`src/rtl/dmem_debug_master_if.sv`:
```
// Bundle between the debug command logic, the debug master and the
// data-memory debug port (A2/WD2/WE2/RD2).
interface dmem_debug_master_if;
    logic        cmd_valid;
    logic        cmd_ready;
    logic        cmd_write;
    logic [31:0] cmd_addr;
    logic [7:0]  cmd_len;
    logic [3:0]  cmd_be;
    logic        wd_valid;
    logic        wd_ready;
    logic [31:0] wd_data;
    logic        rsp_valid;
    logic        rsp_ready;
    logic [31:0] rsp_data;
    logic        rsp_last;
    logic [31:0] A2;
    logic [31:0] WD2;
    logic [3:0]  WE2;
    logic [31:0] RD2;
    logic        busy;
    logic        done;

    modport master (
        input  cmd_valid, cmd_write, cmd_addr, cmd_len, cmd_be,
        output cmd_ready,
        input  wd_valid, wd_data,
        output wd_ready,
        output rsp_valid, rsp_data, rsp_last,
        input  rsp_ready,
        output A2, WD2, WE2,
        input  RD2,
        output busy, done
    );

    modport slave (
        output cmd_valid, cmd_write, cmd_addr, cmd_len, cmd_be,
        input  cmd_ready,
        output wd_valid, wd_data,
        input  wd_ready,
        input  rsp_valid, rsp_data, rsp_last,
        output rsp_ready,
        input  A2, WD2, WE2,
        output RD2,
        input  busy, done
    );
endinterface

```
`src/rtl/dmem_debug_master.sv`:
```
// Burst initiator for the data-memory debug port with read-latency
// compensation and a 4-entry credit-limited response FIFO.
module dmem_debug_master (
    input  logic                 clk,
    input  logic                 rst,
    dmem_debug_master_if.master  bus
);
    typedef enum logic [1:0] {
        IDLE,
        WRITE,
        READ,
        DRAIN
    } state_t;

    state_t      state;
    logic [31:0] addr;
    logic [7:0]  remaining;
    logic [3:0]  be;
    logic        inflight;
    logic        inflight_last;
    logic        done_q;

    logic [32:0] fifo_mem [4];
    logic [1:0]  wr_ptr;
    logic [1:0]  rd_ptr;
    logic [2:0]  count;

    logic        beat_fire;
    logic        issue;
    logic        push;
    logic        pop;
    logic [2:0]  credit_used;
    logic [32:0] head;

    assign beat_fire   = (state == WRITE) && bus.wd_valid;
    assign credit_used = count + {2'b00, inflight};
    assign issue       = (state == READ) && (credit_used < 3'd4);
    assign push        = inflight;
    assign pop         = (count != 3'd0) && bus.rsp_ready;
    assign head        = fifo_mem[rd_ptr];

    assign bus.cmd_ready = (state == IDLE) && !rst;
    assign bus.wd_ready  = (state == WRITE);
    assign bus.WE2       = beat_fire ? be : 4'b0000;
    assign bus.WD2       = (state == WRITE) ? bus.wd_data : 32'h0;
    assign bus.A2        = addr;
    assign bus.rsp_valid = (count != 3'd0);
    assign bus.rsp_data  = bus.rsp_valid ? head[31:0] : 32'h0;
    assign bus.rsp_last  = bus.rsp_valid ? head[32] : 1'b0;
    assign bus.busy      = (state != IDLE);
    assign bus.done      = done_q;

    // Burst sequencing: latch command, step address per beat/issue, finish.
    always_ff @(posedge clk or posedge rst) begin
        if (rst) begin
            state         <= IDLE;
            addr          <= 32'h0;
            remaining     <= 8'h0;
            be            <= 4'h0;
            inflight      <= 1'b0;
            inflight_last <= 1'b0;
            done_q        <= 1'b0;
        end else begin
            done_q        <= 1'b0;
            inflight      <= issue;
            inflight_last <= issue && (remaining == 8'd0);
            unique case (state)
                IDLE: begin
                    if (bus.cmd_valid) begin
                        addr      <= bus.cmd_addr & 32'hFFFF_FFFC;
                        remaining <= bus.cmd_len;
                        be        <= bus.cmd_be;
                        state     <= bus.cmd_write ? WRITE : READ;
                    end
                end
                WRITE: begin
                    if (bus.wd_valid) begin
                        addr      <= addr + 32'd4;
                        remaining <= remaining - 8'd1;
                        if (remaining == 8'd0) begin
                            state  <= IDLE;
                            done_q <= 1'b1;
                        end
                    end
                end
                READ: begin
                    if (issue) begin
                        addr      <= addr + 32'd4;
                        remaining <= remaining - 8'd1;
                        if (remaining == 8'd0) begin
                            state <= DRAIN;
                        end
                    end
                end
                DRAIN: begin
                    if (count == 3'd0 && !inflight) begin
                        state  <= IDLE;
                        done_q <= 1'b1;
                    end
                end
                default: state <= IDLE;
            endcase
        end
    end

    // Response FIFO pointers and occupancy; push/pop together holds count.
    always_ff @(posedge clk or posedge rst) begin
        if (rst) begin
            wr_ptr <= 2'd0;
            rd_ptr <= 2'd0;
            count  <= 3'd0;
        end else begin
            if (push) begin
                wr_ptr <= wr_ptr + 2'd1;
            end
            if (pop) begin
                rd_ptr <= rd_ptr + 2'd1;
            end
            case ({push, pop})
                2'b10:   count <= count + 3'd1;
                2'b01:   count <= count - 3'd1;
                default: count <= count;
            endcase
        end
    end

    // Response FIFO storage; RD2 arrives the cycle after its issue.
    always_ff @(posedge clk) begin
        if (push) begin
            fifo_mem[wr_ptr] <= {inflight_last, bus.RD2};
        end
    end
endmodule

```
`src/flat_wrapper.sv`:
```
// flat-port wrapper written by rule: the top's interface ports become plain ports
module dmem_debug_master_flat 
  (clk, rst, bus_cmd_valid, bus_cmd_write, bus_cmd_addr, bus_cmd_len, bus_cmd_be, bus_cmd_ready, bus_wd_valid, bus_wd_data, bus_wd_ready, bus_rsp_valid, bus_rsp_data, bus_rsp_last, bus_rsp_ready, bus_A2, bus_WD2, bus_WE2, bus_RD2, bus_busy, bus_done);
  dmem_debug_master_if bus_i ();
  input  logic clk;
  input  logic rst;
  input wire logic [$bits(bus_i.cmd_valid)-1:0] bus_cmd_valid;
  input wire logic [$bits(bus_i.cmd_write)-1:0] bus_cmd_write;
  input wire logic [$bits(bus_i.cmd_addr)-1:0] bus_cmd_addr;
  input wire logic [$bits(bus_i.cmd_len)-1:0] bus_cmd_len;
  input wire logic [$bits(bus_i.cmd_be)-1:0] bus_cmd_be;
  output wire logic [$bits(bus_i.cmd_ready)-1:0] bus_cmd_ready;
  input wire logic [$bits(bus_i.wd_valid)-1:0] bus_wd_valid;
  input wire logic [$bits(bus_i.wd_data)-1:0] bus_wd_data;
  output wire logic [$bits(bus_i.wd_ready)-1:0] bus_wd_ready;
  output wire logic [$bits(bus_i.rsp_valid)-1:0] bus_rsp_valid;
  output wire logic [$bits(bus_i.rsp_data)-1:0] bus_rsp_data;
  output wire logic [$bits(bus_i.rsp_last)-1:0] bus_rsp_last;
  input wire logic [$bits(bus_i.rsp_ready)-1:0] bus_rsp_ready;
  output wire logic [$bits(bus_i.A2)-1:0] bus_A2;
  output wire logic [$bits(bus_i.WD2)-1:0] bus_WD2;
  output wire logic [$bits(bus_i.WE2)-1:0] bus_WE2;
  input wire logic [$bits(bus_i.RD2)-1:0] bus_RD2;
  output wire logic [$bits(bus_i.busy)-1:0] bus_busy;
  output wire logic [$bits(bus_i.done)-1:0] bus_done;
  assign bus_i.cmd_valid = bus_cmd_valid;
  assign bus_i.cmd_write = bus_cmd_write;
  assign bus_i.cmd_addr = bus_cmd_addr;
  assign bus_i.cmd_len = bus_cmd_len;
  assign bus_i.cmd_be = bus_cmd_be;
  assign bus_cmd_ready = bus_i.cmd_ready;
  assign bus_i.wd_valid = bus_wd_valid;
  assign bus_i.wd_data = bus_wd_data;
  assign bus_wd_ready = bus_i.wd_ready;
  assign bus_rsp_valid = bus_i.rsp_valid;
  assign bus_rsp_data = bus_i.rsp_data;
  assign bus_rsp_last = bus_i.rsp_last;
  assign bus_i.rsp_ready = bus_rsp_ready;
  assign bus_A2 = bus_i.A2;
  assign bus_WD2 = bus_i.WD2;
  assign bus_WE2 = bus_i.WE2;
  assign bus_i.RD2 = bus_RD2;
  assign bus_busy = bus_i.busy;
  assign bus_done = bus_i.done;
  dmem_debug_master u_core (.clk(clk), .rst(rst), .bus(bus_i));
endmodule
```
`config.mk`:
```
export PLATFORM = sky130hd
export DESIGN_NAME = dmem_debug_master_flat
export DESIGN_NICKNAME = d
export VERILOG_FILES = /design/src/rtl/dmem_debug_master_if.sv /design/src/rtl/dmem_debug_master.sv /design/src/flat_wrapper.sv
export SDC_FILE = /design/constraint.sdc
export NUM_CORES = 1
export LEC_CHECK = 0
export ABC_CLOCK_PERIOD_IN_PS = 2400
export BUFFER_PORTS_ARGS = -buffer_cell sky130_fd_sc_hd__buf_2
export CAP_MARGIN = 20
export CORE_ASPECT_RATIO = 0.6
export CORE_UTILIZATION = 53
export DETAILED_ROUTE_END_ITERATION = 10
export MAX_ROUTING_LAYER = met4
export PLACE_DENSITY_LB_ADDON = 0.2
export SYNTH_ARGS = -nofsm -noshare
export SYNTH_HDL_FRONTEND = slang
export SYNTH_SLANG_ARGS = --single-unit
```
`constraint.sdc`:
```
create_clock -name clk -period 2.4 [get_ports clk]
set_input_delay 0.48 -clock clk [delete_from_list [all_inputs] [get_ports clk]]
set_output_delay 0.48 -clock clk [all_outputs]
set_load 0.02 [all_outputs]
```
== Word-level counts from Yosys, hierarchy flattened ==
Memories as Yosys holds them, arrays and structs flattened.
Cells that the tools add are included.
W data, S select, Z words.

* Register bits after elaboration: 56
* Latch bits: 0
* RAM bits: 132
* Bits in read-only memories: 0
* Input bits: 114
* Output and inout bits: 106
* Memories: 1

{| class="wikitable"
|+ Memory list
! name !! words !! width !! rd ports !! clocked after memory_dff !! wr ports !! line !! source
|-
| u_core.fifo_mem || 4 || 33 || 1 || 0 || 1 || dmem_debug_master.sv:23 || <nowiki>logic [32:0] fifo_mem [4];</nowiki>
|}

* $add $sub $neg: 7
* $mul: 0
* Divide/modulo/power cells: 0
* Magnitude comparators: 1
* Equal/unequal tests: 11
* Shifts and indexed selects: 0
* Multiplexer cells: 27
* Bitwise gates (word level): 0
* Reduce and logical (&&, ||, !) cells: 18

{| class="wikitable"
|+ Operators by type and width
! kind !! number
|-
| $mux W32 || 5
|-
| $pmux W32 S3 || 1
|-
| $add A32 B3 Y32 const B || 1
|-
| $mux W8 || 3
|-
| $pmux W8 S3 || 1
|-
| $mux W2 || 7
|-
| $logic_not A8 Y1 || 1
|-
| $pmux W2 S4 || 1
|-
| $sub A8 B1 Y8 const B || 1
|-
| $eq A2 B2 Y1 const B || 3
|-
| $logic_and A1 B1 Y1 || 6
|-
| $mux W1 || 6
|-
| $ne A2 B1 Y1 const B || 3
|-
| $ne A2 B2 Y1 const B || 3
|-
| $pmux W3 S2 || 1
|-
| $reduce_and A6 Y1 || 1
|-
| $reduce_bool A3 Y1 || 2
|-
| $add A2 B1 Y2 const B || 2
|-
| $eq A2 B1 Y1 const B || 2
|-
| $mux W4 || 1
|-
| $reduce_and A4 Y1 || 1
|-
| $reduce_bool A2 Y1 || 2
|-
| $add A3 B1 Y3 || 1
|-
| $add A3 B1 Y3 const B || 1
|-
| other kinds (7) || 8
|}

== Longest topological paths before layout ==
* Depth after elaboration: 5
* Gate-level depth with buffers: 9
* Mapped depth without buffers: 8

== Least setup slack after synthesis ==
Ideal clock, no wire load.

* Path kind: reg-to-output
* Start: register u_core.rd_ptr[0]
* End: output port bus_rsp_data[10]
* Arrival time: 1.560 ns
* Data required time: 1.920 ns
* Path slack: 0.360 ns
* Stages on the path, launching flop included: 5
* Path buffers: 2
* Cell sequence: dfrtp_1 -> buf_2 -> buf_2 -> mux4_2 -> and2_1

* Word-level cells in the longest chain between the ends: 2

{| class="wikitable"
|+ RTL lines
! what !! line !! source
|-
| start: declaration || dmem_debug_master.sv:25 || <nowiki>logic [1:0] rd_ptr;</nowiki>
|-
| start signal: assignment || dmem_debug_master.sv:117 || <nowiki>rd_ptr <= rd_ptr + 2'd1;</nowiki>
|-
| $mem_v2 Z4 W33 || -- ||
|-
| $mux W32 || dmem_debug_master.sv:48 || <nowiki>assign bus.rsp_data = bus.rsp_valid ? head[31:0] : 32'h0;</nowiki>
|-
| end: declaration || flat_wrapper.sv:17 || <nowiki>output wire logic [$bits(bus_i.rsp_data)-1:0] bus_rsp_data;</nowiki>
|}

No other way between the ends.

== Worst setup path after layout ==
* Start: register u_core.rd_ptr[0]
* End: output port bus_rsp_data[23]

Same word-level chain as after synthesis.

==> reports/qor.yml <==
run_status:
  status: "finished, violations left"
  violations: "DRC, setup timing"
placed_design:
  gp_congestion: 0.903
  post-dp-hpwl_um: 14100
  placed_area_mm2: 0.00995
  dp_slack_ps: 268
  dp_cells: 1032
  port_buffers: 215
route:
  drt_iter0_markers: 465
  wl_per_cell_um: 19.4
  ant_nets: 0
  firstDrtPassIters: 9
  vias: 6114
  route.detailed.drc: 18
  vias_per_cell: 5.74
  drt-total-wl_um: 20600
sta:
  max_freq_ghz: 0.416
  hold_ws_ps: 87.8
  final_hold_viol_count: 0
  setup_viol: 1
  tightest_slew_ps: 646
  rsz0062_at_grt: "true"
  final.period_utilization_pct: 100
  finalClockSkew_ps: 17.5
  slew_viol_final: 0
  worst_slack_ps: -5.96
  finalCriticalPeriod_ps: 2410
  maxSlewHeadroom_pct: 56.6
finish:
  drive_above_1_share_pct: 38.5
  n_antenna_cell: 0
  area_delta_synth_final_pct: 25.0
  finalInstanceArea_mm2: 0.0107
  nets: 977
  instances_no_fill: 1065
  n_fill_cell: 1119
clock_tree:
  cts_setup_buffers: 0
  hold_buffers: 0
  root_buffer: "clkbuf_16"
  clk_latency_ps: 420
  cts_buffer_depth: 2
  cts_buffers: 17
  htree_levels: 4
  path_clk_slew_ps: 90
  cts_tree: "done"
  cts_sinks: 186
worst_setup_path:
  worstPathMaxFanout: 9
  slowest_stage: "mux4_2"
  crit_type: "register to output port"
  arrival_ps: 1930
  path_buf_inv: 2
  critical_path.startpoint_type: "register"
  end_kind: "output port"
  crit_chain: "buf_6 > mux4_2 > and2_1 > buf_2"
  r2r_slack_ps: 190
  cp.required_ps: 1920
  slowest_delay_ps: 520
  path_delay_family: "multiplexers"
power_and_ir_drop:
  power.density_mw_per_mm2: 1390
  leakage_nw: 4.30
  vdd_drop_max_v: 0.000816
yosys:
  synth_warnings: 0
  ys_types: 54
  yosys-top-cells-count: "edfxtp_1, and2_1, dfrtp_1"
  post-synth-top-count-cell: "edfxtp_1"
  synth_top_area_share_pct: 46.4
  netlist_instances: 635
  synth_edf_count: 132
  ys_seq_area_share_pct: 62.2
  yosys_most_used_dff: "edfxtp_1"
  netlist.top_cell.by_area: "edfxtp_1"
  avgSynthCellArea_um2: 13.5
  ys_seq_elements: 186
  synthArstFlopShare_pct: 29.0
  yosys-top-cells-area: "edfxtp_1, dfrtp_1, mux4_2"
  netlist_area_mm2: 0.00854
grt:
  antenna_found_initial: 0
  grt_util_all_layers_pct: 26.2
  grt_pass1_vias: 6006
  grt-ovfl-total: 0
  grt_max_degree: 85
  grt_pass1_wl_um: 32200
flow_run:
  drv_cap: 0
die:
  chipHeight_um: 100
  initial_core_util_pct: 55.0
  io_pins: 220
  coreArea_mm2: 0.0155
  dieArea_mm2: 0.0167
  row_count: 35
  die_w_um: 166
min_path:
  hold_class: "primary input to asynchronous set/reset pin"
[logic make-up (layout without fill, tap and decap cells)]
family          after synthesis  count (layout)  synth area share, %
simple gates                203             203                 13.3
flops                       186             186                 62.2
compound gates              122             122                 8.73
buf+inv                      59             285                 2.94
mux                          43              43                 9.96
fa+ha+maj                    14              14                 2.14
xor+xnor                      7               7                0.718
other cells                   1               2               0.0439
[through the flow]
| stage | setup TNS, ps | util, % | power, mW |
|---|---|---|---|
| 2_1_floorplan | 0 | - | 9.55 |
| 3_3_place_gp | 0 | 64.0 | 11.5 |
| 3_5_place_dp | 0 | 64.0 | 11.7 |
| 4_1_cts | -241 | 68.2 | 14.7 |
| 5_1_grt | -1900 | 68.7 | 15.7 |
| 6_report | -5.96 | 68.7 | 14.8 |
[flip-flops by register name, indices dropped and copies added (netlist names), 2 cells and up]
register and count:
u_core.fifo_mem 132, u_core.bus.A2 30, u_core.remaining 8, u_core.be 4
u_core.count 3, u_core.rd_ptr 2, u_core.state 2, u_core.wr_ptr 2
[report_power, final]
group	internal [mW]	switching (mW)	leakage, nW	total [mW]
logic	3.08	4.15	2.19	7.23
clock network	1.43	1.40	0.297	2.83
registers	4.16	0.616	1.82	4.78
[cell type report]
type	count	area (µm²)	area share (%)
multi-input combinational	391	3020	28.3
inverter	19	71.3	0.668
clock buffer	17	425	3.98
clock inverter	15	185	1.73
tap	203	254	2.38
timing repair buffer	234	1400	13.1
sequential	186	5320	49.8
[timing repair]
action / CTS / global route
pin swaps: 1 / 0
cloned: 0 / 1
resized for setup: 14 / 17
setup endpoints to repair: 21 / 33
[cells in the final DEF, fill, tap and decap left out, drive strengths merged, types with 3 or more instances in the layout]
cell type  instances
a2bb2oi            9
a21oi             49
inv               28
o2bb2ai            3
nand4             11
o22ai             15
edfxtp           132
o21ai             25
nor2              18
ha                13
and2              71
mux2i              4
clkbuf            18
nand2             46
dfrtp             54
a31oi              3
xnor2              3
nand3             23
nand2b             3
or3                3
mux2               6
nor3               7
clkinv             6
and4               6
buf              233
nor4               3
mux4              33
xor2               4
and3               7
[worst reg2reg max path: stages, from the launching register on]
cell and delay (ps):
dfrtp_1 460, ha_1 270, and4_1 350, nand4_1 250, nor3_1 420, a32o_1 250, o2bb2ai_1 120
[layer usage]
layer | wire length, µm | track usage [%] | vias up
li1 | - | - | 2825
met1 | 9360 | 36.3 | 3061
met2 | 9940 | 40.3 | 218
met3 | 1200 | 4.97 | 10
met4 | 127 | 6.47 | 0
met5 | 0 | - | -
[final timing paths]
| path | startpoint | to | cells after the start |
|---|---|---|---|
| max | u_core.rd_ptr[0] | bus_rsp_data[23] | 4 |
| min | rst | u_core.be[0] | 2 |
| max reg2reg | u_core.bus.A2[2] | u_core.bus.A2[24] | 6 |
| min reg2reg | u_core.inflight_last | u_core.fifo_mem[3][32] | 0 |
| max in group asynchronous | rst | u_core.rd_ptr[0] | 3 |
| min in group clk | bus_RD2[23] | u_core.fifo_mem[1][23] | 1 |
No activity file was read; power rests on OpenSTA's default activity.
